### src/rtl/alu_stage_if.sv
// Operand/result handshake bundle for the ALU stage.
interface alu_stage_if #(
    parameter int unsigned WIDTH = 16
);
    logic             in_valid;
    logic             in_ready;
    logic [WIDTH-1:0] x;
    logic [WIDTH-1:0] y;
    logic [5:0]       ctrl;
    logic             out_valid;
    logic             out_ready;
    logic [WIDTH-1:0] out;
    logic             zr;
    logic             ng;

    // Environment side: supplies operands, consumes results.
    modport master (
        output in_valid, x, y, ctrl, out_ready,
        input  in_ready, out_valid, out, zr, ng
    );

    // Stage side: accepts operands, presents registered results.
    modport slave (
        input  in_valid, x, y, ctrl, out_ready,
        output in_ready, out_valid, out, zr, ng
    );
endinterface

### src/rtl/alu_stage.sv
// Single-cycle Hack-style ALU with a registered output entry and a skid entry.
module alu_stage #(
    parameter int unsigned WIDTH = 16
) (
    input  logic       clk,
    input  logic       reset,
    alu_stage_if.slave bus
);
    typedef struct packed {
        logic [WIDTH-1:0] data;
        logic             zr;
        logic             ng;
    } entry_t;

    entry_t out_q;
    entry_t skid_q;
    entry_t new_c;
    logic   out_valid_q;
    logic   skid_valid_q;
    logic   accept_c;
    logic   take_c;

    logic [WIDTH-1:0] x1_c, x2_c, y1_c, y2_c, r_c, res_c;

    // ALU datapath: zero/negate each operand, add or AND, optional output negate.
    always_comb begin
        x1_c  = bus.ctrl[5] ? '0 : bus.x;
        x2_c  = bus.ctrl[4] ? ~x1_c : x1_c;
        y1_c  = bus.ctrl[3] ? '0 : bus.y;
        y2_c  = bus.ctrl[2] ? ~y1_c : y1_c;
        r_c   = bus.ctrl[1] ? WIDTH'(x2_c + y2_c) : (x2_c & y2_c);
        res_c = bus.ctrl[0] ? ~r_c : r_c;
        new_c.data = res_c;
        new_c.zr   = (res_c == '0);
        new_c.ng   = res_c[WIDTH-1];
    end

    // Handshake qualifiers.
    always_comb begin
        accept_c = bus.in_valid & bus.in_ready;
        take_c   = out_valid_q & bus.out_ready;
    end

    // Output/skid entry management; skid drains first to keep accept order.
    always_ff @(posedge clk) begin
        if (reset) begin
            out_q        <= '0;
            skid_q       <= '0;
            out_valid_q  <= 1'b0;
            skid_valid_q <= 1'b0;
        end else if (!out_valid_q || take_c) begin
            if (skid_valid_q) begin
                out_q        <= skid_q;
                out_valid_q  <= 1'b1;
                skid_valid_q <= 1'b0;
            end else if (accept_c) begin
                out_q       <= new_c;
                out_valid_q <= 1'b1;
            end else begin
                out_valid_q <= 1'b0;
            end
        end else if (accept_c) begin
            skid_q       <= new_c;
            skid_valid_q <= 1'b1;
        end
    end

    // Ready depends only on the skid register, held low during reset.
    assign bus.in_ready  = ~skid_valid_q & ~reset;
    assign bus.out_valid = out_valid_q;
    assign bus.out       = out_q.data;
    assign bus.zr        = out_q.zr;
    assign bus.ng        = out_q.ng;
endmodule

### src/flat_wrapper.sv
// flat-port wrapper written by rule: the top's interface ports become plain ports
module alu_stage_flat 
#(
    parameter int unsigned WIDTH = 16
)
  (clk, reset, bus_in_valid, bus_x, bus_y, bus_ctrl, bus_out_ready, bus_in_ready, bus_out_valid, bus_out, bus_zr, bus_ng);
  alu_stage_if #(.WIDTH(WIDTH)) bus_i ();
  input  logic clk;
  input  logic reset;
  input wire logic [$bits(bus_i.in_valid)-1:0] bus_in_valid;
  input wire logic [$bits(bus_i.x)-1:0] bus_x;
  input wire logic [$bits(bus_i.y)-1:0] bus_y;
  input wire logic [$bits(bus_i.ctrl)-1:0] bus_ctrl;
  input wire logic [$bits(bus_i.out_ready)-1:0] bus_out_ready;
  output wire logic [$bits(bus_i.in_ready)-1:0] bus_in_ready;
  output wire logic [$bits(bus_i.out_valid)-1:0] bus_out_valid;
  output wire logic [$bits(bus_i.out)-1:0] bus_out;
  output wire logic [$bits(bus_i.zr)-1:0] bus_zr;
  output wire logic [$bits(bus_i.ng)-1:0] bus_ng;
  assign bus_i.in_valid = bus_in_valid;
  assign bus_i.x = bus_x;
  assign bus_i.y = bus_y;
  assign bus_i.ctrl = bus_ctrl;
  assign bus_i.out_ready = bus_out_ready;
  assign bus_in_ready = bus_i.in_ready;
  assign bus_out_valid = bus_i.out_valid;
  assign bus_out = bus_i.out;
  assign bus_zr = bus_i.zr;
  assign bus_ng = bus_i.ng;
  alu_stage #(.WIDTH(WIDTH)) u_core (.clk(clk), .reset(reset), .bus(bus_i));
endmodule
### config.mk
export PLATFORM = sky130hd
export DESIGN_NAME = alu_stage_flat
export DESIGN_NICKNAME = d
export VERILOG_FILES = /design/src/rtl/alu_stage_if.sv /design/src/rtl/alu_stage.sv /design/src/flat_wrapper.sv
export SDC_FILE = /design/constraint.sdc
export NUM_CORES = 1
export LEC_CHECK = 0
export BUFFER_PORTS_ARGS = -buffer_cell sky130_fd_sc_hd__buf_2
export CAP_MARGIN = 30
export CORE_ASPECT_RATIO = 1.25
export CORE_MARGIN = 4
export CORE_UTILIZATION = 57
export DETAILED_ROUTE_END_ITERATION = 8
export PLACE_DENSITY = 0.81
export SYNTH_ARGS = -nofsm -noshare
export SYNTH_HDL_FRONTEND = slang
export SYNTH_SLANG_ARGS = --single-unit
### constraint.sdc
create_clock -name clk -period 3.86 [get_ports clk]
set_input_delay 0.193 -clock clk [delete_from_list [all_inputs] [get_ports clk]]
set_output_delay 0.193 -clock clk [all_outputs]
set_load 0.01 [all_outputs]
==> results.yml, run 1 <==
worst_setup_path:
  critPathCaptureType: "register"
  reg2reg_depth: 5
  worstSetupPathType: "in2reg"
  critPathMaxFanout: 16
  reg2reg_from: "u_core.skid_valid_q"
  worstReg2RegEnd: "u_core.bus.out[4]"
  required_ns: 4.08
  ff2ff_setup_slack_ns: 2.00
  worstSetupStartpoint: "bus_ctrl[2]"
  critPathLaunchType: "input port"
  crit_end: "u_core.skid_q[1]"
  arrival_ns: 3.36
pwr:
  ir_drop_mv: 0.280
  power.density_nw_per_um2: 357
  leakagePower_uw: 0.00149
die:
  fp.coreArea_sq_um: 5900
  die_width_um: 78.1
  die-height_um: 95.6
  ioPinCount: 62
  die-area_sq_um: 7470
  initial_core_util_pct: 59.4
  fp-row-count: 31
timing:
  final.setup.tns_ns: 0
  hold_viol: 0
  setup_viol_count_final: 0
  min_period_over_period_pct: 81.3
  fmax_mhz: 319
  hold_ws_ns: 0.236
  worst_pin_slew_ns: 0.847
  drv_slew: 0
  period_needed_ns: 3.14
  relSlewSlack_pct: 43.5
  rsz0062_at_grt: "no"
  fin_worst_skew_ns: 0.00719
  setup_ws_ns: 0.721
synth:
  synth_warnings: 0
  synth_top_area_share_pct: 20.6
  synthesis.nets: 514
  synth_ff_type: "dfxtp_1"
  syn_avg_cell_area_sq_um: 7.69
  synth_area_leader_cell: "dfxtp_1"
  ys_seq_area_share_pct: 20.6
  ys_ff_latch: 36
  syn_inst: 455
  synth_area_leaders: "dfxtp_1 21%, xnor2_1 11%, nand2b_1 6.4%, ha_1 5.7%, nand2_1 4.4%"
  async_flop_share_pct: 0
  synth_edf_count: 0
  synth_cell_types: 69
  syn-cell-area_sq_um: 3500
detailed_routing:
  drtAntennaViolNets: 0
  vias: 3291
  drc: 0
  via_per_inst: 5.72
  drt_iter0_drc: 133
  routedWlPerCell_um: 13.7
  wirelength_um: 7860
  dr.pass1.iters: 4
final_layout:
  syn2layout_area_growth_pct: 10.1
  final-seq-area_sq_um: 721
  n_fill_cell: 538
  layout-drive-gt1-share_pct: 17.4
  diodes: 0
  fin_cells: 575
  final_nets: 551
  multi_input_area_sq_um: 2560
  final_area_sq_um: 3850
clock_tree:
  postCtsSetupRepairBufs: 0
  ctsHoldBuffers: 0
  cts_buffers: 5
  clk_pin_slew_ns: 0.07
  cts-resized-gates: 0
  clk_latency_ns: 0.29
  cts_tree: "done"
  clockRootBuffer: "clkbuf_8"
  cts_buffer_depth: 2
  h-tree-depth: 2
  cts.sinks: 36
grt:
  grt_pass1_wl_um: 13300
  grt_usage_pct: 21.3
  grt_overflow_total: 0
  grt_max_degree: 41
  antenna_found_initial: 0
  grt_pass1_vias: 3004
outcome:
  status: "completed"
flow_run:
  drv_cap: 0
placement:
  gp_congestion: 0.903
  dp.cells: 567
  port_buffers: 61
  place_hpwl_um: 6200
  placed_area_sq_um: 3740
  dp_slack_ns: 0.412
min_path:
  hold_path_class: "in2reg"
  hold_path_startpoint: "bus_in_valid"
## cell families (layout without fill, tap and decap cells)
family,after synthesis,after routing,share of synthesized area [%]
AND/OR/NAND/NOR,184,184,27.6
flip-flops,36,36,20.6
buffers and inverters,42,80,6.11
adder cells (fa/ha/maj),17,17,6.29
XOR/XNOR,46,46,11.5
AO/OA/AOI/OAI,117,117,24.2
multiplexers,13,13,3.72
## routing by layer
layer | wire (um) | GRT usage, % | vias to the layer above
met2 | 3970 | 39.5 | 84
met4 | 119 | 6.71 | 0
met3 | 363 | 2.36 | 8
met5 | 0 | 0 | -
li1 | - | - | 1702
met1 | 3410 | 25.7 | 1497
## synth_stat cells (5+ instances only)
cell and count:
a211oi_1 20, a21oi_1 29, buf_1 5, clkbuf_1 19
dfxtp_1 36, ha_1 16, inv_1 8, mux2i_1 13
nand2_1 41, nand2b_1 36, nand3_1 12, nand4_1 6
nor2_1 39, nor2b_1 6, nor3_1 10, o211ai_1 9
o21a_1 6, o21ai_0 8, xnor2_1 45
## placed cells by master (no fill, tap or decap), types with 4 or more instances in the layout
cell | Yosys | routed
nand2b_1 | 36 | 36
a211oi_1 | 20 | 20
o31ai_1 | 4 | 4
mux2i_1 | 13 | 13
a31oi_1 | 4 | 4
a21o_1 | 4 | 4
o211ai_1 | 9 | 9
inv_1 | 8 | 8
and2_1 | 4 | 4
xnor2_1 | 45 | 45
dfxtp_1 | 36 | 36
nand3b_1 | 4 | 4
a21oi_1 | 29 | 29
and3_1 | 4 | 4
ha_1 | 16 | 16
nor3_1 | 10 | 10
o21a_1 | 6 | 6
o21ai_0 | 8 | 8
nor3b_1 | 4 | 4
nor2b_1 | 6 | 6
clkbuf_8 | 2 | 5
nor2_1 | 39 | 39
buf_2 | 2 | 61
o21ai_1 | 4 | 4
nand4_1 | 6 | 6
nand3_1 | 12 | 12
nand2_1 | 41 | 41
## state kept, by name (all words and copies together), names as in the netlist
signal	flops
u_core.skid_q	17
u_core.bus.out	15
u_core.bus.ng	1
u_core.bus.out_valid	1
u_core.bus.zr	1
u_core.skid_valid_q	1
## stage by stage
step | power (uW) | util [%]
after floorplan | 921 | -
after global placement | 1040 | 63.5
after detailed placement | 1050 | 63.5
after CTS | 1380 | 65.4
after global routing | 1470 | 65.4
final | 1370 | 65.4
## cell type report
class	instances	share of cell area, %
clock buffers	5	1.79
clock inverters	3	1.10
inverters	9	0.877
multi-input cells	377	66.6
flip-flops and latches	36	18.7
well taps	82	2.66
repair buffers	63	8.31
## how the worst min path moves through the flow
| stage | endpoint | depth (start not counted) |
|---|---|---|
| 6_report | u_core.bus.out_valid | 3 |
| 5_1_grt | u_core.skid_valid_q | 3 |
| 4_1_cts | u_core.skid_valid_q | 3 |
| 3_5_place_dp | u_core.bus.out[13] | 2 |
| 3_3_place_gp | u_core.bus.out[11] | 2 |
| 2_1_floorplan | u_core.skid_valid_q | 2 |
## critical path: stages
cell       delay (ns)
buf_2            0.36
xnor2_1          0.14
ha_1             0.27
fa_1             0.45
a211oi_1         0.39
o21ai_2          0.18
a21boi_2         0.17
nor4_1           0.08
or4_4            0.52
a2111oi_4        0.37
nand3_1          0.12
o21ai_1          0.12
## where the power goes
| part | internal [uW] | switching (uW) | total, uW |
|---|---|---|---|
| Sequential | 392 | 9.71 | 401 |
| Combinational | 268 | 378 | 646 |
| Clock | 191 | 136 | 327 |
| Total | 851 | 524 | 1370 |
(Power assumes the default switching activity.)
==> run 2: changes to the inputs <==
--- a/config.mk
+++ b/config.mk
@@ -5,13 +5,14 @@
 export SDC_FILE = /design/constraint.sdc
 export NUM_CORES = 1
 export LEC_CHECK = 0
+export ABC_AREA = 1
 export BUFFER_PORTS_ARGS = -buffer_cell sky130_fd_sc_hd__buf_2
 export CAP_MARGIN = 30
 export CORE_ASPECT_RATIO = 1.25
 export CORE_MARGIN = 4
-export CORE_UTILIZATION = 57
+export CORE_UTILIZATION = 52
 export DETAILED_ROUTE_END_ITERATION = 8
-export PLACE_DENSITY = 0.81
+export PLACE_DENSITY = 0.78
 export SYNTH_ARGS = -nofsm -noshare
 export SYNTH_HDL_FRONTEND = slang
 export SYNTH_SLANG_ARGS = --single-unit
==> constraint.sdc (replaced) <==
create_clock -name clk -period 2.7 [get_ports clk]
set_input_delay 0.135 -clock clk [delete_from_list [all_inputs] [get_ports clk]]
set_output_delay 0.135 -clock clk [all_outputs]
set_load 0.01 [all_outputs]
==> run 2 against run 1 <==
Combinational power increased by 38%; critical path depth increased by 10; highest routed layer unchanged; critical endpoint is now u_core.bus.zr; register-to-register slack got worse by 1.1 ns; count of clock-buffer cells in the layout unchanged; sequential cell count unchanged; global-route usage decreased by 1.1 points; wire length increased by 1.4%; non-clock buffer count increased by 7; setup slack got worse by 0.38 ns; utilization decreased by 3.5 points; die area increased by 10%; largest power group unchanged; total power increased by 40%.
==> results.yml, run 2 <==
min_path:
  hold_depth: 4
  hold_path_class: "in2reg"
  worstHoldEndpoint: "u_core.skid_valid_q"
  hold_path_startpoint: "bus_out_ready"
timing:
  period_needed_ns: 2.36
  worst_pin_slew_ns: 0.862
  hold_ws_ns: 0.141
  relSlewSlack_pct: 42.5
  setup_viol_count_final: 0
  min_period_over_period_pct: 87.3
  hold_viol: 0
  fin_worst_skew_ns: 0.00406
  rsz0062_at_grt: "no"
  final.setup.tns_ns: 0
  fmax_mhz: 424
  drv_slew: 0
grt:
  grt_pass1_wl_um: 13800
  grt_pass1_vias: 3346
  grt_overflow_total: 0
  grt_max_degree: 33
  grt_usage_pct: 20.2
  antenna_found_initial: 0
outcome:
  status: "completed"
final_layout:
  utilization_pct: 61.8
  syn2layout_area_growth_pct: 15.0
  final_common_cell: "nand2_1"
  diodes: 0
  final-seq-area_sq_um: 721
  n_fill_cell: 651
  final_cell_mix: "181 x nand2_1, 111 x inv_1, 61 x buf_2"
  final_nets: 730
  layout-drive-gt1-share_pct: 16.5
  multi_input_area_sq_um: 2270
  largest_reg_flops: 17
  fin_cells: 759
  top_register: "u_core.skid_q"
placement:
  port_buffers: 61
  place_hpwl_um: 6360
  gp_congestion: 0.955
  dp.cells: 751
synth:
  synth_cell_types: 31
  synthesis.nets: 678
  syn-cell-area_sq_um: 3550
  synth_edf_count: 0
  synth_area_leader_cell: "dfxtp_1"
  synth_top_area_share_pct: 20.3
  synth_common_cells: "181 x nand2_1, 111 x inv_1, 54 x a21oi_1, 54 x nand3_1, 37 x xor2_1"
  ys_seq_area_share_pct: 20.3
  synth_area_leaders: "dfxtp_1 20%, nand2_1 19%, inv_1 12%, xor2_1 9.1%, a21oi_1 7.6%"
  ys_ff_latch: 36
  synth_ff_type: "dfxtp_1"
  syn_inst: 619
  synth_warnings: 0
  async_flop_share_pct: 0
  synth.most_common_cell: "nand2_1"
  syn_avg_cell_area_sq_um: 5.74
clock_tree:
  clk_latency_ns: 0.28
  clockRootBuffer: "clkbuf_8"
  h-tree-depth: 2
  cts_buffers: 5
  postCtsSetupRepairBufs: 0
  cts-resized-gates: 0
  cts_buffer_depth: 2
  clk_pin_slew_ns: 0.07
  cts.sinks: 36
  cts_tree: "done"
  ctsHoldBuffers: 0
die:
  ioPinCount: 62
  die_width_um: 81.9
  die-height_um: 100
  initial_core_util_pct: 53.8
  fp-row-count: 33
  fp.coreArea_sq_um: 6610
  die-area_sq_um: 8220
pwr:
  total_power_uw: 1920
  leakagePower_uw: 0.00236
  power.density_nw_per_um2: 470
  ir_drop_mv: 0.357
detailed_routing:
  via_per_inst: 4.81
  vias: 3650
  dr.pass1.iters: 5
  drc: 0
  wirelength_um: 7970
  drt_iter0_drc: 96
  routedWlPerCell_um: 10.5
  drtAntennaViolNets: 0
worst_setup_path:
  critPathCaptureType: "register"
  ff2ff_setup_slack_ns: 0.87
  arrival_ns: 2.58
  critPathLaunchType: "input port"
  worstReg2RegEnd: "u_core.bus.out[9]"
  reg2reg_depth: 6
  worstSetupPathType: "in2reg"
  critPathMaxFanout: 13
  required_ns: 2.92
  reg2reg_from: "u_core.skid_valid_q"
flow_run:
  drv_cap: 0
[run 2: changes by cell type after synthesis, moves of 27 or more]
| cell | change |
|---|---|
| inv_1 | +103 |
| nand3_1 | +42 |
| nand2_1 | +140 |
| nand2b_1 | -36 |
| xnor2_1 | -44 |
| xor2_1 | +36 |
| o21ai_0 | +27 |
[run 2: metrics by stage]
step           instance area, sq um  worst slack, ns
6_report                       4090            0.343
3_5_place_dp                   3960           0.0381
4_1_cts                        4070            0.327
5_1_grt                        4090           0.0254
2_1_floorplan                  3550           0.0379
3_3_place_gp                   3960           0.0909
[run 2: layer usage]
metal | wire length, um | vias up | part of all wire [%] | global-route usage [%]
li1 | - | 2007 | - | -
met1 | 3540 | 1540 | 44 | 24.4
met2 | 3840 | 89 | 48 | 36.8
met3 | 421 | 14 | 5.3 | 1.89
met4 | 163 | 0 | 2.0 | 6.27
met5 | 0 | - | 0 | 0
[run 2: kinds of logic (layout without fill, tap and decap cells)]
logic type / Yosys count / in the layout / synth area share, %
DFF: 36 / 36 / 20.3
and+or+nand+nor: 286 / 286 / 34.5
AOI/OAI and AO/OA: 94 / 94 / 13.5
buffers and inverters: 148 / 201 / 16.1
adders and majority gates: 17 / 17 / 6.20
xor gates and xnor gates: 38 / 38 / 9.37
[run 2: power by group]
group / internal, uW / leakage, uW / switching, uW
sequential: 556 / 0.000293 / 10.6
clock: 273 / 0.0000541 / 192
combinational: 337 / 0.00201 / 553
[run 2: cell type report]
cell class	instances	share of cell area (%)
flip-flops and latches	36	17.6
clock buffers	5	1.68
clock inverters	3	1.04
inverters	123	11.3
multi-input cells	435	55.6
well taps	87	2.66
repair buffers	70	10.0
[run 2: how the worst max path moves through the flow]
| stage | from | to | slack, ns | depth (start not counted) |
|---|---|---|---|---|
| 2_1_floorplan | bus_ctrl[2] | u_core.bus.zr | 0.04 | 18 |
| 3_3_place_gp | bus_ctrl[3] | u_core.bus.zr | 0.09 | 22 |
| 3_5_place_dp | bus_ctrl[3] | u_core.bus.zr | 0.04 | 22 |
| 4_1_cts | bus_ctrl[3] | u_core.bus.zr | 0.33 | 22 |
| 5_1_grt | bus_ctrl[3] | u_core.bus.zr | 0.03 | 24 |
| 6_report | bus_ctrl[3] | u_core.bus.zr | 0.34 | 22 |
[run 2: critical path, stage by stage]
cell	delay [ns]
buf_2	0.10
inv_1	0.13
buf_12	0.15
nand2_1	0.06
xor2_1	0.12
inv_1	0.06
ha_1	0.37
nand2_1	0.14
inv_2	0.04
nand2_1	0.05
nand2_1	0.09
a21oi_1	0.27
nand3_1	0.11
nand3_1	0.09
nand3_1	0.07
nand2_1	0.10
nand2_1	0.06
nor2_2	0.10
nand3_2	0.07
nand2_1	0.06
nand2_1	0.06
a21oi_2	0.11
